### src/rtl/sar_track_ctrl.sv
// -----------------------------------------------------------------------------
// sar_track_ctrl
//
// Delay-line code controller for the FMDLL. The controller runs a WIDTH-bit
// successive-approximation search driven by the phase-detector comp bit. When
// tracking is built in, it then follows the phase with +/-1 code steps and
// flags lock after LOCK_CNT consecutive direction reversals.
//
// The binary code q_o drives the fine delay. Its top THERM_BITS bits are
// decoded into a thermometer bus for the coarse delay cells. Every cycle in
// which the code is loaded or changes, the controller pulses reset_pd_o so
// that the phase detector restarts its measurement.
//
// Build option:
//   TRACK_EN  When defined, the FSM enters TRK_WAIT/TRK_CMP after the SAR
//             search and locked_o is functional. When undefined, the FSM
//             parks in DONE holding the code, the tracking logic is not
//             built, and locked_o is tied to 0.
//
// Parameters:
//   WIDTH       code width (>= 2)
//   THERM_BITS  number of code MSBs decoded to thermometer (1..WIDTH)
//   SETTLE      cycles waited after each code change before comp is used (>= 1)
//   LOCK_CNT    consecutive tracking reversals that declare lock (>= 1)
//
// Ports:
//   clk_ext_i   controller clock; all flops use the rising edge
//   rst_i       asynchronous, active-high reset
//   start_i     begin or restart acquisition (level sampled; ignored while busy)
//   comp_i      PD result: 1 = code too low (keep bit / step up), 0 = too high
//   q_o         registered delay code
//   t_o         thermometer: t_o[k] = 1 iff k < q_o[WIDTH-1 -: THERM_BITS]
//   tb_o        ~t_o
//   reset_pd_o  1-cycle pulse for every cycle in which q_o is loaded or changed
//   busy_o      high while the SAR search is running
//   sar_done_o  high from the final SAR decision until restart or reset
//   locked_o    tracking lock flag
// -----------------------------------------------------------------------------
module sar_track_ctrl #(
    parameter int WIDTH      = 10,
    parameter int THERM_BITS = 4,
    parameter int SETTLE     = 3,
    parameter int LOCK_CNT   = 4
) (
    input  logic                       clk_ext_i,
    input  logic                       rst_i,
    input  logic                       start_i,
    input  logic                       comp_i,
    output logic [WIDTH-1:0]           q_o,
    output logic [(2**THERM_BITS)-1:0] t_o,
    output logic [(2**THERM_BITS)-1:0] tb_o,
    output logic                       reset_pd_o,
    output logic                       busy_o,
    output logic                       sar_done_o,
    output logic                       locked_o
);

    localparam int THERM_N = 2**THERM_BITS;
    localparam int IDX_W   = $clog2(WIDTH);
    localparam int CNT_W   = $clog2(SETTLE + 1);

    localparam logic [IDX_W-1:0] IDX_TOP  = IDX_W'(WIDTH - 1);
    localparam logic [IDX_W-1:0] IDX_ONE  = IDX_W'(1);
    localparam logic [CNT_W-1:0] CNT_LOAD = CNT_W'(SETTLE);
    localparam logic [CNT_W-1:0] CNT_ONE  = CNT_W'(1);
    localparam logic [WIDTH-1:0] Q_MID    = {1'b1, {(WIDTH-1){1'b0}}};

    // An illegal parameter set builds nothing extra; this named block makes
    // such a configuration visible in the elaborated hierarchy.
    if (WIDTH < 2 || THERM_BITS < 1 || THERM_BITS > WIDTH || SETTLE < 1 || LOCK_CNT < 1)
    begin : g_illegal_params
    end

`ifdef TRACK_EN
    typedef enum logic [2:0] {
        ST_IDLE     = 3'd0,
        ST_SAR_WAIT = 3'd1,
        ST_SAR_CMP  = 3'd2,
        ST_DONE     = 3'd3,
        ST_TRK_WAIT = 3'd4,
        ST_TRK_CMP  = 3'd5
    } state_t;
`else
    typedef enum logic [1:0] {
        ST_IDLE     = 2'd0,
        ST_SAR_WAIT = 2'd1,
        ST_SAR_CMP  = 2'd2,
        ST_DONE     = 2'd3
    } state_t;
`endif

    state_t           state_q, state_d;
    logic [WIDTH-1:0] q_q, q_d;
    logic [IDX_W-1:0] idx_q, idx_d;
    logic [CNT_W-1:0] cnt_q, cnt_d;
    logic             reset_pd_q, reset_pd_d;
    logic             busy_q, busy_d;
    logic             sar_done_q, sar_done_d;
    logic             do_start;

`ifdef TRACK_EN
    localparam int               REV_W   = $clog2(LOCK_CNT + 1);
    localparam logic [REV_W-1:0] REV_MAX = REV_W'(LOCK_CNT);
    localparam logic [REV_W-1:0] REV_ONE = REV_W'(1);

    logic [REV_W-1:0] rev_q, rev_d;
    logic             locked_q, locked_d;
    // dir_valid_q is clear until the first tracking step after a search, so
    // that step can never count as a reversal.
    logic             dir_valid_q, dir_valid_d;
    logic             dir_up_q, dir_up_d;
`endif

    // -------------------------------------------------------------------------
    // Next-state logic
    // -------------------------------------------------------------------------
    always_comb begin
        state_d    = state_q;
        q_d        = q_q;
        idx_d      = idx_q;
        cnt_d      = cnt_q;
        reset_pd_d = 1'b0;
        sar_done_d = sar_done_q;
`ifdef TRACK_EN
        rev_d       = rev_q;
        locked_d    = locked_q;
        dir_valid_d = dir_valid_q;
        dir_up_d    = dir_up_q;
`endif

        case (state_q)
            ST_IDLE: begin
                // Leaving IDLE is handled by the start override below.
            end

            ST_SAR_WAIT: begin
                cnt_d = cnt_q - CNT_ONE;
                if (cnt_q <= CNT_ONE) begin
                    state_d = ST_SAR_CMP;
                end
            end

            ST_SAR_CMP: begin
                q_d[idx_q] = comp_i;
                if (idx_q != '0) begin
                    // Trial-set the next lower bit; it was 0, so the code
                    // always changes here.
                    q_d[idx_q - IDX_ONE] = 1'b1;
                    idx_d      = idx_q - IDX_ONE;
                    cnt_d      = CNT_LOAD;
                    reset_pd_d = 1'b1;
                    state_d    = ST_SAR_WAIT;
                end else begin
                    // The last decision only moves the code if bit 0 is cleared.
                    reset_pd_d = (q_d != q_q);
                    sar_done_d = 1'b1;
`ifdef TRACK_EN
                    cnt_d   = CNT_LOAD;
                    state_d = ST_TRK_WAIT;
`else
                    state_d = ST_DONE;
`endif
                end
            end

            ST_DONE: begin
                // Hold the code until start or reset.
            end

`ifdef TRACK_EN
            ST_TRK_WAIT: begin
                cnt_d = cnt_q - CNT_ONE;
                if (cnt_q <= CNT_ONE) begin
                    state_d = ST_TRK_CMP;
                end
            end

            ST_TRK_CMP: begin
                if (comp_i) begin
                    if (q_q != {WIDTH{1'b1}}) begin
                        q_d = q_q + WIDTH'(1);
                    end
                end else begin
                    if (q_q != '0) begin
                        q_d = q_q - WIDTH'(1);
                    end
                end
                reset_pd_d = (q_d != q_q);

                // The direction is recorded even when the step saturated.
                if (dir_valid_q && (dir_up_q != comp_i)) begin
                    if (rev_q != REV_MAX) begin
                        rev_d = rev_q + REV_ONE;
                    end
                    if (rev_d == REV_MAX) begin
                        locked_d = 1'b1;
                    end
                end else begin
                    rev_d    = '0;
                    locked_d = 1'b0;
                end
                dir_valid_d = 1'b1;
                dir_up_d    = comp_i;

                cnt_d   = CNT_LOAD;
                state_d = ST_TRK_WAIT;
            end
`endif

            default: begin
                state_d = ST_IDLE;
            end
        endcase

        // start is honoured in every state outside the running search. It
        // overrides any tracking step taken in the same cycle.
        do_start = start_i && (state_q != ST_SAR_WAIT) && (state_q != ST_SAR_CMP);
        if (do_start) begin
            q_d        = Q_MID;
            idx_d      = IDX_TOP;
            cnt_d      = CNT_LOAD;
            reset_pd_d = 1'b1;
            sar_done_d = 1'b0;
            state_d    = ST_SAR_WAIT;
`ifdef TRACK_EN
            rev_d       = '0;
            locked_d    = 1'b0;
            dir_valid_d = 1'b0;
            dir_up_d    = 1'b0;
`endif
        end

        busy_d = (state_d == ST_SAR_WAIT) || (state_d == ST_SAR_CMP);
    end

    // -------------------------------------------------------------------------
    // State registers
    // -------------------------------------------------------------------------
    always_ff @(posedge clk_ext_i or posedge rst_i) begin
        if (rst_i) begin
            state_q    <= ST_IDLE;
            q_q        <= '0;
            idx_q      <= IDX_TOP;
            cnt_q      <= '0;
            reset_pd_q <= 1'b0;
            busy_q     <= 1'b0;
            sar_done_q <= 1'b0;
        end else begin
            state_q    <= state_d;
            q_q        <= q_d;
            idx_q      <= idx_d;
            cnt_q      <= cnt_d;
            reset_pd_q <= reset_pd_d;
            busy_q     <= busy_d;
            sar_done_q <= sar_done_d;
        end
    end

`ifdef TRACK_EN
    always_ff @(posedge clk_ext_i or posedge rst_i) begin
        if (rst_i) begin
            rev_q       <= '0;
            locked_q    <= 1'b0;
            dir_valid_q <= 1'b0;
            dir_up_q    <= 1'b0;
        end else begin
            rev_q       <= rev_d;
            locked_q    <= locked_d;
            dir_valid_q <= dir_valid_d;
            dir_up_q    <= dir_up_d;
        end
    end

    assign locked_o = locked_q;
`else
    assign locked_o = 1'b0;
`endif

    // -------------------------------------------------------------------------
    // Outputs
    // -------------------------------------------------------------------------
    assign q_o        = q_q;
    assign reset_pd_o = reset_pd_q;
    assign busy_o     = busy_q;
    assign sar_done_o = sar_done_q;

    // The thermometer is decoded straight from the code register, so it
    // changes in the same cycle as q_o.
    logic [THERM_BITS-1:0] q_top;
    assign q_top = q_q[WIDTH-1 -: THERM_BITS];

    for (genvar gi = 0; gi < THERM_N; gi++) begin : g_therm
        localparam logic [THERM_BITS-1:0] K = THERM_BITS'(gi);
        assign t_o[gi] = (K < q_top);
    end

    assign tb_o = ~t_o;

endmodule

### config.mk
export PLATFORM = sky130hd
export DESIGN_NAME = sar_track_ctrl
export DESIGN_NICKNAME = d
export VERILOG_FILES = /design/src/rtl/sar_track_ctrl.sv
export SDC_FILE = /design/constraint.sdc
export NUM_CORES = 1
export LEC_CHECK = 0
export ABC_AREA = 1
export BUFFER_PORTS_ARGS = -buffer_cell sky130_fd_sc_hd__buf_2
export CELL_PAD_IN_SITES_DETAIL_PLACEMENT = 0
export CELL_PAD_IN_SITES_GLOBAL_PLACEMENT = 2
export CORE_MARGIN = 10
export CORE_UTILIZATION = 27
export CTS_CLUSTER_SIZE = 8
export DETAILED_ROUTE_END_ITERATION = 10
export PLACE_DENSITY_LB_ADDON = 0.25
export SLEW_MARGIN = 20
export SYNTH_ARGS = -nofsm -noshare
export SYNTH_HDL_FRONTEND = slang
export SYNTH_SLANG_ARGS = --single-unit
export TNS_END_PERCENT = 30
### constraint.sdc
create_clock -name clk_ext_i -period 2 [get_ports clk_ext_i]
set_clock_uncertainty 0.05 [all_clocks]
set_input_delay 0.1 -clock clk_ext_i [delete_from_list [all_inputs] [get_ports clk_ext_i]]
set_output_delay 0.1 -clock clk_ext_i [all_outputs]
set_load 0.1 [all_outputs]
Yosys cells after proc, flatten, opt, wreduce, memory -nomap -nowiden
Cells that the tools add are included.
Word-level totals
  flip-flop bits (word level): 21
  input bits: 4
  output and inout bits: 46
  word-level logic and storage cells: 77
Operators by class
  add/sub/neg operators: 2
  magnitude comparators: 21
  equal/unequal tests: 9
  multiplexer cells: 24
  bitwise logic cells: 2
  reduce and logical (&&, ||, !) cells: 12
Operators by type and width (count)
  < comparator 4 bit (first input constant): 8
  2-to-1 mux 10 bit: 3
  < comparator 3 x 4 -> 1 bit (first input constant): 4
  NOT 16 bit: 1
  2-to-1 mux 4 bit: 3
  bitwise mux 10 bit: 1
  < comparator 4 x 5 -> 1 bit (second input constant): 2
  2-to-1 mux 2 bit: 5
  inequality test 10 bit: 1
  OR 10 bit: 1
  demux 1 bit (select 4 bit): 2
  greater-or-equal comparator 4 x 1 -> 1 bit (second input constant): 2
  < comparator 1 x 4 -> 1 bit (first input constant): 2
  < comparator 2 x 4 -> 1 bit (first input constant): 2
  2-to-1 mux 1 bit: 8
  case mux 2 bit (2 select lines): 2
  AND reduction 2 bit: 3
  == test 2 x 1 -> 1 bit (second input constant): 2
  == test 2 bit (second input constant): 2
  logical AND 1 bit: 4
  inequality test 2 bit (second input constant): 2
  nonzero test 2 bit: 2
  nonzero test 4 bit: 1
  subtractor 4 x 1 -> 4 bit (second input constant): 1
  other kinds (6): 6

Longest topological paths before layout
Gate-level depths: netlist of the first run.
  depth after elaboration: 9
  mapped depth: 10
  mapped depth without buffers: 10

Worst setup path before layout of the first run
Ideal clock, no wire load.
  path kind: flip-flop to output port
  start point: register q_q[9], in the netlist q_o[9]
  end point: output t_o[0]
  arrival: 5720 ps
  slack: -3870 ps
  stages on the path, launching flop included: 5
  path buffers: 0
  path through: dfrtp_1 nor2_1 inv_1 nor2_1 inv_1
On the way
  longest elaborated chain between the ends: 1
Ends and longest elaborated chain
  start, declared: RTL line 93  | logic [WIDTH-1:0] q_q, q_d;
  start signal, assigned: RTL line 250  | q_q <= q_d;
  < comparator 1 x 4 -> 1 bit: RTL line 294  | assign t_o[gi] = (K < q_top);
  end, declared: RTL line 50  | output logic [(2**THERM_BITS)-1:0] t_o,
Every way passes these cells.

Worst setup path after layout of the first run
  start point: register q_q[8], in the netlist q_o[8]
  end point: output tb_o[6]
On the way
  longest elaborated chain between the ends: 2
Ends and longest elaborated chain
  < comparator 3 x 4 -> 1 bit: RTL line 294
  NOT 16 bit: RTL line 297  | assign tb_o = ~t_o;
  end, declared: RTL line 51  | output logic [(2**THERM_BITS)-1:0] tb_o,
Every way passes these cells.

==> results of run 1 <==
==> registers in the layout, summed over array words and instances (netlist names) <==
register    cells
q_o            10
state_q         2
sar_done_o      1
reset_pd_o      1
cnt_q           2
busy_o          1
idx_q           4
==> worst reg2reg max path: cells and delay by family (launching register included) <==
| kind | cells | cell delay (ns) |
|---|---|---|
| compound gates | 2 | 0.23 |
| buf+inv | 1 | 0.08 |
| flops | 1 | 0.55 |
| fa+ha+maj | 1 | 0.23 |
| simple gates | 4 | 0.59 |
==> logic make-up (layout without fill, tap and decap cells) <==
group / count (synthesis) / count (layout)
AO/OA/AOI/OAI: 46 / 46
adder cells (fa/ha/maj): 9 / 9
flip-flops: 21 / 21
other: 2 / 3
AND/OR/NAND/NOR: 109 / 109
buffers and inverters: 52 / 106
XOR/XNOR: 1 / 1
==> Yosys cell counts (all sizes together) <==
master | n | share of area (%)
buf | 6 | 2.6
a22oi | 1 | 0.46
a31oi | 3 | 1.5
xor2 | 1 | 0.54
nor2 | 30 | 7.5
clkinv | 1 | 0.23
dfstp | 2 | 3.2
a21oi | 11 | 3.4
o211ai | 1 | 0.46
o22ai | 4 | 1.5
o221ai | 1 | 0.54
ha | 9 | 6.9
nand4 | 8 | 3.1
nand3 | 17 | 6.0
a211oi | 1 | 0.46
nand2 | 51 | 12
or2 | 1 | 0.38
clkbuf | 2 | 1.2
o21ai | 24 | 7.4
dfrtp | 19 | 29
nor4 | 1 | 0.38
nand3b | 1 | 0.46
conb | 2 | 0.46
inv | 43 | 9.9
==> per-stage QoR <==
| step | total power [mW] | area, sq um | hold slack [ns] | setup TNS, ns |
|---|---|---|---|---|
| after CTS | 1.20 | 2180 | 0.198 | 0 |
| after global placement | 0.898 | 2130 | 0.0727 | 0 |
| final | 1.18 | 2180 | 0.196 | 0 |
| after detailed placement | 0.898 | 2130 | 0.0742 | 0 |
| after floorplan | 0.836 | 1750 | 0.0249 | -11.63 |
| after global routing | 1.22 | 2180 | 0.228 | 0 |
==> metal layers <==
metal	global-route usage, %	share of wire (%)	vias up
li1	-	-	881
met3	2.70	6.4	8
met5	0	0	-
met1	13.8	44	792
met4	2.68	1.6	0
met2	19.1	48	59
==> where the power goes <==
part	internal, mW	switching [mW]
sequential	0.432	0.0139
clock	0.142	0.153
combinational	0.0596	0.381
total	0.634	0.547
==> worst max-delay path by stage <==
stage / from / endpoint / slack [ns] / cells past startpoint
after floorplan: q_o[8] / t_o[0] / -1.47 / 4
after global placement: idx_q[0] / q_o[2] / 0.20 / 8
after detailed placement: idx_q[0] / q_o[1] / 0.15 / 8
after CTS: q_o[8] / tb_o[6] / 0.11 / 4
after global routing: idx_q[0] / q_o[2] / 0.02 / 8
final: q_o[8] / tb_o[6] / 0.12 / 4
==> area by class of cell <==
class	instances	area [sq um]
multi-input cells	168	981
fillers	635	3700
well taps	75	93.8
repair buffers	58	353
inverters	44	174
flip-flops and latches	21	538
clock buffers	4	45.0
==> what timing repair did <==
| item | in CTS | in global routing |
|---|---|---|
| hold buffers | 1 | 0 |
| hold endpoints to repair | 9 | 0 |
| endpoints found under the setup margin | 0 | 2 |
| gates resized for setup | 0 | 1 |
==> placed cells by master, fill, tap and decap left out, types with 2 or more instances in the layout <==
master and n:
a21oi_1 8, a21oi_4 2, a31oi_1 2, buf_12 2
buf_2 44, buf_4 11, clkbuf_8 3, clkinvlp_4 2
conb_1 3, dfrtp_1 15, dfrtp_2 2, dfrtp_4 2
dfstp_2 2, ha_1 8, inv_1 38, inv_2 3
nand2_1 49, nand3_1 16, nand4_1 8, nor2_1 22
nor2_4 7, o21ai_0 20, o21ai_4 2, o22ai_1 4
==> impl_results.md, run 1 <==
* CP required at around 1.9 ns
* Initial Utilization at 27.7%
* Largest net degree at the start of global routing at 16
* IO buf count at between 40 and 50
* Die span in y at 97.7 microns
* Post-synthesis cell count at 240
* #FFs+latches synth at 21
* Vias in the first global route at ~1800
* Worst-path clk slew at approximately 0.09 ns
* Layout area overhead at 34.1%
* DR WL/cell at about 15 microns
* Largest family of logic cells by synthesized area: simple AND/OR/NAND/NOR gates
* N_diodes at 0
* Post-Synthesis Cell Area at 1630 sq um
* Fin crit period at 1.88 ns
* Gpl congestion at ~0.89
* Hold depth at 3
* CTS sink count at 21
* DP HPWL at 4410 microns
* Die Wd at 97.7 microns
* Crit path arrival time at approximately 1.7 ns
* WHS Endpoint: state_q[0]
* Placed cell count at 365
* Row cnt at 28
* Yosys warning total at 0
* CTS Buffer Depth at 2
* Startpoint Class: flip-flop
* DRT Pass-1 Iters at 4
* DP Worst Slack at 0.154 ns
* Reg2reg end: q_o[1]
* Core Region at 5890 sq um
* Hold Path Class: in -> reg
* HP Start: start_i
* H-tree levels at 1
* IO Count at 50
* Residual DRC at 0
* Crit-path leading delay family: buffers and inverters
* Cts bufs inserted at 3
* Yosys cell types at 33
* Initial antenna violation count at 0
* Worst reg2reg path depth at 8
* Pins Over Slew Limit at 0
* DRT iter0 DRCs at 83
* Critical path peak fanout at 7
* Crit path buf inv count at 3
* Post CTS Setup Buffer Count at 0
* Via/cell ratio at around 4.7
* Status: finished clean
* P per Cell Area at 541 nW/um^2
* Crit-path max cell delay at 0.54 ns
* Adder-cell area share of the yosys netlist at 6.91%
* P_leak at 1.10 nW
* Final Hold Fails at 0
* Final Util at 37.1%
* Clock Latency Late Sink at 0.27 ns
* Mean Syn Cell Area at ~6.8 sq um
* Die Area at 9540 sq um
* Layout cells sized above 1 at between 30 and 40%
* Synth Area in Compound Gates at about 16%
* Final Setup Violations at 0
* WL final at 5370 microns
* RSZ-0062 raised after global routing: no
* FF-to-FF Start: idx_q[0]
* Critical path's slowest cell: dfrtp_4
* Final Cycle Share at 93.8%
* TritonCTS clock tree: yes
* Final critical-path setup slack at about 0.12 ns
* First-pass GRT wire length at roughly 9000 microns
* Nets at around 310
* GRT Util Overall at between 10% and 20%
* CP endpoint kind: primary output
* Vias at 1740
* Worst VDD drop at 0.000265 V
* CP cell instances: inv_1 > o21ai_4 > inv_1 > buf_2
* Top cell by count, worst path: inv_1
* Proportion of synthesized area in mux cells at 0%
* Seq/Total Area, Yosys at about a third
* Post-Layout Cell Count at 370
* Root Driver: clkbuf_8
* FF-to-FF setup slack at 0.22 ns
* Xor/xnor share of the synthesized area at less than 1%
* Max frequency at 0.533 GHz
* Routed Antenna Nets at 0
* Post-Synth Simple-Gate Area at between 30% and 40%
* Reported max-cap violation count at 0
* Kind of critical path: reg -> out
* Grt ovf at 0
(Power assumes the default switching activity.)
==> inputs of run 2 (changes only) <==
- clock period: 2 -> 1.9 ns (I/O delays scaled with it)
==> run 2 against run 1 <==
Global-route usage up 0.068 points. Critical path type unchanged. Die area unchanged. Clock power up 4%. Via count down 0.29%. Critical endpoint is now t_o[0].
==> impl_results.md, run 2 (synthesized netlist as in run 1, its figures left out) <==
* Final Hold Fails at 0 (unchanged)
* Max frequency at 0.556 GHz
* Status: finished clean
* Vias at 1735 (-0.29%)
* Residual DRC at 0 (unchanged)
* Startpoint Class: flip-flop
* Clock Latency Late Sink at 0.26 ns (about the same)
* Commonest non-fill, non-tap cell in the layout: nand2_1
* Combinational Power Share at 38.6% (+1.4 points)
* CTS Buffer Depth at 2 (unchanged)
* Commonest non-fill, non-tap cells in the layout: nand2_1, inv_1, buf_2, o21ai_0, nor2_1
* Crit-path leading delay family: flip-flops
* Filler cells at 632 (-0.47%)
* Reported max-cap violation count at 0 (unchanged)
* Largest net degree at the start of global routing at 16 (unchanged)
* Clock Power Share at 24.3% (-0.7 points)
* Initial antenna violation count at 0 (unchanged)
* Sw frac at 45.9% (-0.41 points)
* Die Wd at 97.7 microns (unchanged)
* Vias in the first global route at 1768 (-0.28%)
* GRT Util Overall at 11.3% (+0.068 points)
* Critical path's slowest cell: dfrtp_4
* RSZ-0062 raised after global routing: no
* Int Power at 0.682 mW (+7.5%)
* Worst-path clk slew at 0.08 ns (about the same)
* Largest register FFs at 10 (unchanged)
* Layout area overhead at 39.6%
* Net Switching at 0.579 mW (+5.8%)
* Crit-path max cell delay at 0.54 ns (about the same)
* IO buf count at 46 (unchanged)
* DRT iter0 DRCs at 103 (+24%)
* Core Region at 5890 sq um (unchanged)
* Row cnt at 28 (unchanged)
* Slew at the pin closest to its max-slew limit at approximately 0.5 ns
* DP HPWL at 4400 microns (-0.24%)
* CP required at 1.75 ns (-0.10 ns)
* CP endpoint kind: primary output
* Via/cell ratio at 4.68 (-0.56%)
* Max-slew headroom at 66.5%
* Fin crit period at approximately 1.8 ns
* DRT Pass-1 Iters at 4 (unchanged)
* Crit path buf inv count at 3 (unchanged)
* Initial Utilization at 27.7% (unchanged)
* TritonCTS clock tree: yes
* Kind of critical path: reg -> out
* First-pass GRT wire length at 9050 microns (about the same)
* Die Area at 9540 sq um (unchanged)
* Final Setup Violations at 0 (unchanged)
* Sequential Power Share at 37.2% (-0.6 points)
* P_leak at 1.13 nW (+2.7%)
* Crit path arrival time at 1.65 ns (-0.08 ns)
* Gpl congestion at 0.886 (-0.46%)
* WL final at 5360 microns (-0.15%)
* Worst VDD drop at 0.000274 V (+3.5%)
* Hold Path Class: in -> reg
* Setup TNS after final layout at 0 ns (unchanged)
* P per Cell Area at 555 nW/um^2 (+2.6%)
* Final Cycle Share at ~95%
* Cts bufs inserted at 3 (unchanged)
* N_diodes at 0 (unchanged)
* CP cell instances: nor2_4 > clkinvlp_4 > nor2_4 > clkinvlp_4 > clkbuf_4
* H-tree levels at 1 (unchanged)
* IO Count at 50 (unchanged)
* CTS sink count at 21 (unchanged)
* Fin Hold WS at 0.175 ns (-0.0200 ns)
* Root Driver: clkbuf_8
* Routed Antenna Nets at 0 (unchanged)
* DR WL/cell at 14.4 microns (-0.42%)
* Nets at 310 (+0.32%)
* Pins Over Slew Limit at 0 (unchanged)
* Grt ovf at 0 (unchanged)
* Layout cells sized above 1 at 33.8% (+2.6 points)
* Critical path peak fanout at 7 (unchanged)
* Die span in y at 97.7 microns (unchanged)
## run 2: changes by cell type in the layout (fill, tap and decap cells not counted), moves of 2 or more
cell and delta:
nand2_1 -2, clkbuf_4 +2, buf_2 -6, nand2_2 +2, nor2_2 +3, buf_12 +4
nor2_1 -3
## run 2: power by group through the flow
stage | clock network [mW] | registers [mW] | logic (mW)
after floorplan | 0 | 0.524 | 0.356
after global placement | 0 | 0.479 | 0.488
after detailed placement | 0 | 0.479 | 0.488
after CTS | 0.324 | 0.470 | 0.490
after global routing | 0.342 | 0.471 | 0.504
final | 0.306 | 0.469 | 0.486
## run 2: routing by layer
layer / share of wire, % / vias to the layer above / global-route usage (%)
met2: 48 / 43 / 19.6
met4: 1.0 / 0 / 2.68
met5: 0 / - / 0
met1: 46 / 802 / 13.6
li1: - / 886 / -
met3: 4.7 / 4 / 2.63
## run 2: repair_timing
action                                 in CTS  in global routing
hold buffers                                1                  0
endpoints found under the hold margin       8                  0
setup endpoints to repair                   2                  8
buffers inserted                            2                  0
gates resized for setup                     0                  9
gates cloned                                0                  0
## run 2: tightest hold or removal path, delay by kind of cell
kind                   cells  cell delay [ns]
buffers and inverters      1             0.11
and+or+nand+nor            3             0.26
## run 2: layout make-up
| type | instances | area [sq um] | area share [%] |
|---|---|---|---|
| multi-input cells | 168 | 996 | 43.8 |
| flip-flops and latches | 21 | 538 | 23.7 |
| repair buffers | 59 | 425 | 18.7 |
| inverters | 44 | 174 | 7.65 |
| well taps | 75 | 93.8 | 4.13 |
| clock buffers | 3 | 41.3 | 1.82 |
| clock inverters | 1 | 5.00 | 0.220 |
## run 2: path summary, 6_finish.rpt
kind                                 start          to  slack (ns)  cells past startpoint
worst max-delay path                q_o[8]      t_o[0]        0.10                      5
worst min-delay path               start_i  sar_done_o        0.18                      4
worst max register to register    idx_q[0]  reset_pd_o        0.13                     10
worst min register to register  sar_done_o  sar_done_o        0.46                      2
max in group asynchronous            rst_i    idx_q[0]        0.87                      4
min in group asynchronous            rst_i      q_o[5]        0.32                      3
## run 2: stage by stage
step / cell area, sq um / setup WS, ns / cells / utilization, % / total power [mW]
after global routing: 2270 / 0.00136 / 371 / 38.6 / 1.32
after floorplan: 1750 / -1.57 / 241 / - / 0.880
after CTS: 2250 / 0.0337 / 371 / 38.2 / 1.28
after detailed placement: 2180 / 0.00735 / 364 / 37.0 / 0.967
after global placement: 2180 / 0.0184 / 364 / 37.0 / 0.967
final: 2270 / 0.101 / 371 / 38.6 / 1.26
==> inputs of run 3 (changes only) <==
- CORE_UTILIZATION: 27 -> 24
- clock period: 1.9 -> 1.6 ns (I/O delays scaled with it)
==> run 3 against run 2 <==
The flow now finishes with violations (negative setup slack). Worst hold slack got worse by 0.012 ns. Critical path type unchanged. Routed wire length rose by 15%. Setup slack got worse by 0.17 ns. Highest routed layer unchanged. Critical endpoint unchanged. Count of clock-buffer cells in the layout rose by 1.
==> impl_results.md, run 3 (synthesized netlist as in run 1, its figures left out) <==
* Initial antenna violation count at 0 (unchanged)
* Fin crit period at about 1.7 ns
* Final critical-path setup slack at -0.0716 ns (-0.172 ns)
* Max frequency at roughly 0.60 GHz
* Kind of critical path: reg -> out
* Largest register FFs at 10 (unchanged)
* Sw frac at 44.0% (-1.9 points)
* Routed met2 length at 3130 microns (+21%)
* CTS sink count at 21 (unchanged)
* Layout area overhead at 85.9%
* Initial Utilization at 25.2% (-2.5 points)
* Crit-path max cell delay at 0.51 ns (-0.03 ns)
* Commonest non-fill, non-tap cells in the layout: buf_4, nand2_1, inv_1, buf_12, buf_2
* Fin Hold WS at 0.163 ns (-0.0124 ns)
* Routed met3 length at 262 microns (+4.4%)
* H-tree levels at 1 (unchanged)
* GRT Util Overall at 11.9% (+0.56 points)
* IO buf count at 46 (unchanged)
* Status: complete, but fails checks
* Hold depth at 4 (unchanged)
* Clock Latency Late Sink at 0.26 ns (about the same)
* Root Driver: clkbuf_8
* N_diodes at 0 (unchanged)
* IO Count at 50 (unchanged)
* First-pass GRT wire length at 9800 microns (+8.4%)
* Commonest non-fill, non-tap cell in the layout: buf_4
* Final Hold Fails at 0 (unchanged)
* Critical path's slowest cell: dfrtp_4
* CP required at 1.47 ns (-0.28 ns)
* Reported max-cap violation count at 0 (unchanged)
* Layout cells sized above 1 at 50.2% (+16 points)
* FF-to-FF Start: idx_q[0]
* Worst-path clk slew at 0.09 ns (about the same)
* Worst reg2reg path depth at 7 (-3)
* HP Start: start_i
* Grt ovf at 0 (unchanged)
* Die Wd at 102 microns (+4.8%)
* P_leak at 1.40 nW (+24%)
* Final Setup Violations at 7 (+7)
* Residual DRC at 0 (unchanged)
* Top layer in use: met4
* Die Area at 10500 sq um (+9.9%)
* Die span in y at 102 microns (+4.8%)
* Cts bufs inserted at 3 (unchanged)
* Failing checks: negative setup slack
* Nets at 343 (+11%)
* Core Region at 6460 sq um (+9.7%)
* DR WL/cell at 15.1 microns (+4.9%)
* WL final at 6150 microns (+15%)
* WHS Endpoint: sar_done_o
* Worst VDD drop at 0.000460 V (+68%)
* Vias at 1860 (+7.2%)
* Pins Over Slew Limit at 0 (unchanged)
* DP HPWL at 4880 microns (+11%)
* FF-to-FF setup slack at -0.02 ns (-0.15 ns)
* Critical path peak fanout at 4 (-3)
* M1 WL at 2690 microns (+9.1%)
* DRT Pass-1 Iters at 4 (unchanged)
* Crit path arrival time at 1.54 ns (-0.11 ns)
* Startpoint Class: flip-flop
* Int Power at 0.916 mW (+34%)
* Gpl congestion at 0.852 (-3.8%)
* CP endpoint kind: primary output
* Combinational Power Share at 43.5% (+4.9 points)
* Largest net degree at the start of global routing at 22 (+6)
* RSZ-0062 raised after global routing: yes
* P per Cell Area at 540 nW/um^2 (-2.7%)
* Row cnt at 29 (+3.6%)
* Final Util at 46.9% (+8.3 points)
* Sequential Power Share at 33.9% (-3.3 points)
* Via/cell ratio at 4.58 (-2.0%)
* DRT iter0 DRCs at 80 (-22%)
* Clock Power Share at 22.7% (-1.6 points)
* Net Switching at 0.719 mW (+24%)
* Hold Path Class: in -> reg
* Routed Antenna Nets at 0 (unchanged)
* CP cell instances: nor2_4 > clkinvlp_4 > nor2_4 > clkinvlp_4 > buf_8
* TritonCTS clock tree: yes
* Final Cycle Share at 104%
* CTS Buffer Depth at 2 (unchanged)
* Vias in the first global route at 1888 (+6.8%)
* Reg2reg end: q_o[0]
[run 3: changes by cell type in the layout (fill, tap and decap cells not counted), moves of 7 or more]
| cell | before | now |
|---|---|---|
| buf_12 | 6 | 25 |
| o21ai_1 | 1 | 9 |
| o21ai_0 | 20 | 10 |
| buf_4 | 12 | 42 |
| inv_1 | 38 | 31 |
| buf_2 | 38 | 17 |
| nand2_1 | 47 | 39 |
| nor2_1 | 19 | 12 |
[run 3: per-layer routing]
metal | track usage, % | vias up
met5 | 0 | -
met4 | 3.15 | 0
met3 | 2.43 | 5
met2 | 20.9 | 35
met1 | 14.3 | 867
li1 | - | 953
[run 3: worst max-delay path: cells and delay by family, from the launching register on]
family | cells | cell delay, ns
buf+inv | 3 | 0.43
flops | 1 | 0.51
simple gates | 2 | 0.32
[run 3: power groups by stage]
stage          Sequential, mW  Combinational [mW]  Clock (mW)
2_1_floorplan           0.622               0.423           0
3_3_place_gp            0.566               0.679           0
3_5_place_dp            0.566               0.681           0
4_1_cts                 0.554               0.705       0.380
5_1_grt                 0.556               0.735       0.410
6_report                0.554               0.711       0.371
[run 3: what timing repair did]
item,CTS,global route
endpoints found under the hold margin,19,0
gates resized for setup,36,49
buffers inserted,6,7
pin swaps,3,14
hold buffers,1,0
endpoints found under the setup margin,32,37
gates cloned,0,0
[run 3: cell type report]
cell class                 instances  area, sq um
inverter                          44          178
sequential                        21          541
tap                               77         96.3
multi-input combinational        168         1170
fill                             645         3430
clock buffer                       4         45.0
timing repair buffer              92          993
[run 3: how the worst max path moves through the flow]
| stage | startpoint | end | slack (ns) | cells after the start |
|---|---|---|---|---|
| 2_1_floorplan | q_o[8] | t_o[0] | -1.85 | 4 |
| 3_3_place_gp | idx_q[0] | q_o[1] | -0.13 | 8 |
| 5_1_grt | q_o[9] | t_o[0] | -0.15 | 5 |
| 6_report | q_o[9] | t_o[0] | -0.07 | 5 |
| 4_1_cts | q_o[9] | t_o[0] | -0.1 | 5 |
| 3_5_place_dp | idx_q[0] | q_o[2] | -0.15 | 8 |
[run 3: per-stage QoR]
| stage | instances | power, mW | area, sq um | setup slack, ns | setup TNS [ns] |
|---|---|---|---|---|---|
| floorplan | 241 | 1.05 | 1750 | -1.85 | -22.09 |
| global placement | 388 | 1.24 | 2620 | -0.125 | -1.06 |
| detailed placement | 388 | 1.25 | 2620 | -0.149 | -1.25 |
| CTS | 399 | 1.64 | 2820 | -0.0988 | -0.169 |
| global route | 406 | 1.70 | 3030 | -0.146 | -1.66 |
| finish | 406 | 1.63 | 3030 | -0.0716 | -0.167 |
